**src/rtl/pn_marking_reader.sv**
```systemverilog
// Snapshot reader for the Petri-net executor: captures the marking on a step boundary and streams it as a framed byte sequence.
// Optional trailing checksum byte is enabled by defining PN_READER_CKSUM_EN.
module pn_marking_reader #(
  parameter int          NPLACES = 46,
  parameter logic [7:0]  HDR     = 8'hA5
) (
  input  logic                 clk,
  input  logic                 rst,
  input  logic [NPLACES*8-1:0] marking,
  input  logic                 fire_done,
  input  logic                 snap_req,
  output logic                 busy,
  output logic [7:0]           tx_data,
  output logic                 tx_valid,
  input  logic                 tx_ready
);

  localparam int IW = (NPLACES > 1) ? $clog2(NPLACES) : 1;
  localparam logic [IW-1:0] LAST = IW'(NPLACES - 1);

  typedef enum logic [2:0] {
    S_IDLE,
    S_ARM,
    S_HDR,
    S_CNT_HI,
    S_CNT_LO,
    S_PLACE
`ifdef PN_READER_CKSUM_EN
    , S_CKSUM
`endif
  } state_t;

  state_t          state, state_next;
  logic [15:0]     step_cnt;
  logic [15:0]     cnt_cap;
  logic [IW-1:0]   idx;
  logic [7:0]      shadow [NPLACES];
  logic            xfer;
  logic            capture;
  logic            last_place;
`ifdef PN_READER_CKSUM_EN
  logic [7:0]      acc;
`endif

  assign xfer       = tx_valid & tx_ready;
  assign capture    = (state == S_ARM) && fire_done;
  assign last_place = (idx == LAST);
  assign busy       = (state != S_IDLE);

  always_ff @(posedge clk) begin
    if (rst) state <= S_IDLE;
    else     state <= state_next;
  end

  // The step counter runs in every state; the captured count includes the capturing pulse.
  always_ff @(posedge clk) begin
    if (rst) begin
      step_cnt <= 16'h0000;
      cnt_cap  <= 16'h0000;
      idx      <= '0;
    end else begin
      if (fire_done) step_cnt <= step_cnt + 16'd1;
      if (capture) begin
        cnt_cap <= step_cnt + 16'd1;
        idx     <= '0;
      end else if (state == S_PLACE && xfer) begin
        idx <= last_place ? '0 : idx + IW'(1);
      end
    end
  end

  // Shadow copy is deliberately left out of reset; it is always loaded before being read.
  always_ff @(posedge clk) begin
    if (capture) begin
      for (int k = 0; k < NPLACES; k++) shadow[k] <= marking[8*k +: 8];
    end
  end

`ifdef PN_READER_CKSUM_EN
  always_ff @(posedge clk) begin
    if (rst)          acc <= 8'h00;
    else if (capture) acc <= 8'h00;
    else if (xfer)    acc <= acc + tx_data;
  end
`endif

  always_comb begin
    state_next = state;
    tx_valid   = 1'b0;
    tx_data    = 8'h00;
    case (state)
      S_IDLE: if (snap_req) state_next = S_ARM;
      S_ARM:  if (fire_done) state_next = S_HDR;
      S_HDR: begin
        tx_valid = 1'b1;
        tx_data  = HDR;
        if (tx_ready) state_next = S_CNT_HI;
      end
      S_CNT_HI: begin
        tx_valid = 1'b1;
        tx_data  = cnt_cap[15:8];
        if (tx_ready) state_next = S_CNT_LO;
      end
      S_CNT_LO: begin
        tx_valid = 1'b1;
        tx_data  = cnt_cap[7:0];
        if (tx_ready) state_next = S_PLACE;
      end
      S_PLACE: begin
        tx_valid = 1'b1;
        tx_data  = shadow[idx];
`ifdef PN_READER_CKSUM_EN
        if (tx_ready && last_place) state_next = S_CKSUM;
`else
        if (tx_ready && last_place) state_next = S_IDLE;
`endif
      end
`ifdef PN_READER_CKSUM_EN
      S_CKSUM: begin
        tx_valid = 1'b1;
        tx_data  = 8'h00 - acc;
        if (tx_ready) state_next = S_IDLE;
      end
`endif
      default: state_next = S_IDLE;
    endcase
  end

endmodule

```
**config.mk**
```make
export PLATFORM = sky130hd
export DESIGN_NAME = pn_marking_reader
export DESIGN_NICKNAME = d
export VERILOG_FILES = /design/src/rtl/pn_marking_reader.sv
export SDC_FILE = /design/constraint.sdc
export NUM_CORES = 1
export LEC_CHECK = 0
export BUFFER_PORTS_ARGS = -buffer_cell sky130_fd_sc_hd__clkbuf_2
export CAP_MARGIN = 20
export CORE_ASPECT_RATIO = 1.1
export CORE_MARGIN = 3
export CORE_UTILIZATION = 54
export CTS_CLUSTER_DIAMETER = 120
export DETAILED_ROUTE_END_ITERATION = 16
export PLACE_DENSITY = 0.8
export SLEW_MARGIN = 40
export SYNTH_ARGS = -nofsm -noshare
export SYNTH_HDL_FRONTEND = slang
export SYNTH_SLANG_ARGS = --single-unit
```
**constraint.sdc**
```tcl
create_clock -name clk -period 21.3 [get_ports clk]
set_input_delay 5.325 -clock clk [delete_from_list [all_inputs] [get_ports clk]]
set_output_delay 5.325 -clock clk [all_outputs]
set_load 0.05 [all_outputs]
```
==> metrics <==
placed cells 1541; CTS tree done; CP endpoint kind output pin; Core ar. 0.0291 mm2; antenna violations before repair 6; Hold WS 470 ps; pre-CTS worst setup slack 12060 ps; Yosys reg bits 415; max_cap viols 0; total number of vias 9229; kind of critical path reg2out; detailed-route wire length per cell 23.5 um; gr ovfl total 0; clock sinks 415; post-route ant nets 0; Pleak 7.11 nW; H-tree Lvls 2; worst setup margin 11630 ps; Clock Skew 16.4 ps; Reg power frac 0.540; Final Hold Fails 0; Synth area leaders edfxtp_1, mux4_2, dfxtp_1, mux4_1, mux2i_1; CP bufs+invs 3; die area 0.0322 mm2; Layout Cells excl Fill 1623; sw frac 0.215; maximum clock path buffer count 3; Tcrit/Tclk final 0.454; # DRC 0; Worst-Skew Late Latency 540 ps; largest area contributor in the netlist edfxtp_1; postcts setup bufs 0; Post-synth ARST share 0; CP delay by family, top buffers and inverters; Post-Syn Area 0.0162 mm2; EDFF count, synth 368; Pwr Density 93.2 mW/mm2; RSZ-0062 raised after global routing no; count of pins over their slew limit 0; Post-Syn Nets 1203; largest net degree at the start of global routing 171; area delta synth->final 22.1%; Post-Route WL 38100 um; Starting Density 0.558; Mean Syn Cell Area 19.6 um2; Num CTS Buffers 41; Synth cell types 47; hpwl dp 27100 um; vias in the first global route 9836; status complete, no violations; Syn Inst Count 827; final setup fails 0; Worst Hold Class reg2reg; top_reg_cell synth edfxtp_1; sw power 397 uW; Slew Limit Headroom 0.444; sequential fraction of the synthesis area 0.738; die outline height 188 um; Ports 383; yosys warns 0; global-route wire length before repair 56400 um; DR pass1 iterations 7; gr usage total 0.236; commonest non-fill, non-tap cell in the layout clkbuf_2; crit-path cells buf_4 > buf_4 > mux4_1 > mux4_2 > o2111ai_1 > nand2_1 > clkbuf_2; WP data arrival 4340 ps; clock power share 0.383; slowest stage delay, CP 690 ps; cts hold-fix bufs 0; Int Power 1.45 mW; fmax 103 MHz; Gates resized, CTS repair 0; Final Critical Period 9670 ps; die width 171 um; worst IR drop on VDD 87.6 uV; Layout Nets 1593; CP required 15980 ps; most frequent CP cell buf_4; crit path max fanout 42; Worst-path clk slew 60 ps; critical path launch point type register; drt initial violations 966; top cell type's share of synthesized area 0.680; Logic pwr share 0.077; port bufs 382; row cnt 65; most frequent cells in the layout clkbuf_2, edfxtp_1, mux4_2; highest-delay cell along the critical path dfxtp_4; via/cell ratio 5.69; Final TNS setup 0 ps; GPL Wtd Cong 0.823; CTS root buf clkbuf_16; Slew @ Worst Pin 834 ps; share of layout cells above drive strength 1 0.436
==> sequential cells by signal, summed over array words and instances (netlist names), named ones only <==
| signal | flops |
|---|---|
| state | 3 |
| cnt_cap | 16 |
| idx | 6 |
| step_cnt | 16 |
| shadow | 368 |
==> synth_stat cells (4+ instances only) <==
| cell | number |
|---|---|
| mux4_1 | 15 |
| nor3_1 | 4 |
| o2111ai_1 | 5 |
| dfxtp_1 | 47 |
| clkbuf_1 | 22 |
| nor2_1 | 53 |
| nor2b_1 | 4 |
| a21oi_1 | 10 |
| edfxtp_1 | 368 |
| a222oi_1 | 4 |
| xnor2_1 | 9 |
| nand2_1 | 32 |
| mux2_2 | 9 |
| inv_1 | 7 |
| nand4_1 | 11 |
| xor2_1 | 25 |
| nand3_1 | 14 |
| buf_2 | 7 |
| mux2i_1 | 29 |
| a221oi_1 | 12 |
| buf_6 | 8 |
| a211oi_1 | 15 |
| mux4_2 | 79 |
| o21ai_0 | 4 |
==> through the flow <==
step	utilization	instance area (um2)	total power, mW
2_1_floorplan	-	16200	1.13
3_3_place_gp	0.633	18400	1.15
3_5_place_dp	0.634	18400	1.16
4_1_cts	0.679	19800	1.86
5_1_grt	0.681	19800	1.91
6_report	0.681	19800	1.85
==> layout make-up <==
| type | instances | area, um2 |
|---|---|---|
| Fill cell | 1944 | 9290 |
| Inverter | 7 | 38.8 |
| Clock inverter | 16 | 176 |
| Multi-Input combinational cell | 361 | 3970 |
| Tap cell | 368 | 460 |
| Sequential cell | 415 | 12000 |
| Timing Repair Buffer | 391 | 2010 |
| Antenna cell | 6 | 15.0 |
| Clock buffer | 59 | 1160 |
==> per-layer routing <==
layer | global-route usage | vias to the layer above | wire [um]
li1 | - | 4163 | -
met1 | 0.301 | 4530 | 14100
met2 | 0.402 | 464 | 19500
met3 | 0.0550 | 72 | 3460
met4 | 0.0752 | 0 | 1010
met5 | 0 | - | 0
==> power by group through the flow <==
stage                     combinational, mW  clock, mW  sequential (mW)
after floorplan                      0.0830          0             1.04
after global placement                0.137          0             1.01
after detailed placement              0.141          0             1.01
after CTS                             0.142      0.719            0.997
after global routing                  0.155      0.757             1.00
final                                 0.143      0.707            0.997
==> final timing paths <==
kind	start	to	slack, ps	cells past startpoint
setup / recovery	register	tx_data[0]	11630	7
hold / removal	cnt_cap[1]	cnt_cap[1]	470	2
setup reg to reg	state[0]	shadow[0][0]	17600	5
hold reg to reg	cnt_cap[1]	cnt_cap[1]	470	2
==> cells by family after synthesis <==
kind of cell / Yosys count / synth area share
fa+ha+maj: 3 / 0.00231
compound gates: 62 / 0.0291
simple gates: 130 / 0.0362
xor+xnor: 34 / 0.0183
flops: 415 / 0.738
buf+inv: 51 / 0.0178
mux: 132 / 0.158
==> tightest hold or removal path, cell delays in order (launching register included) <==
cell and delay, ps:
dfxtp_1 310, nand2_1 60, a21oi_1 50
No activity file was read; power rests on OpenSTA's default activity.
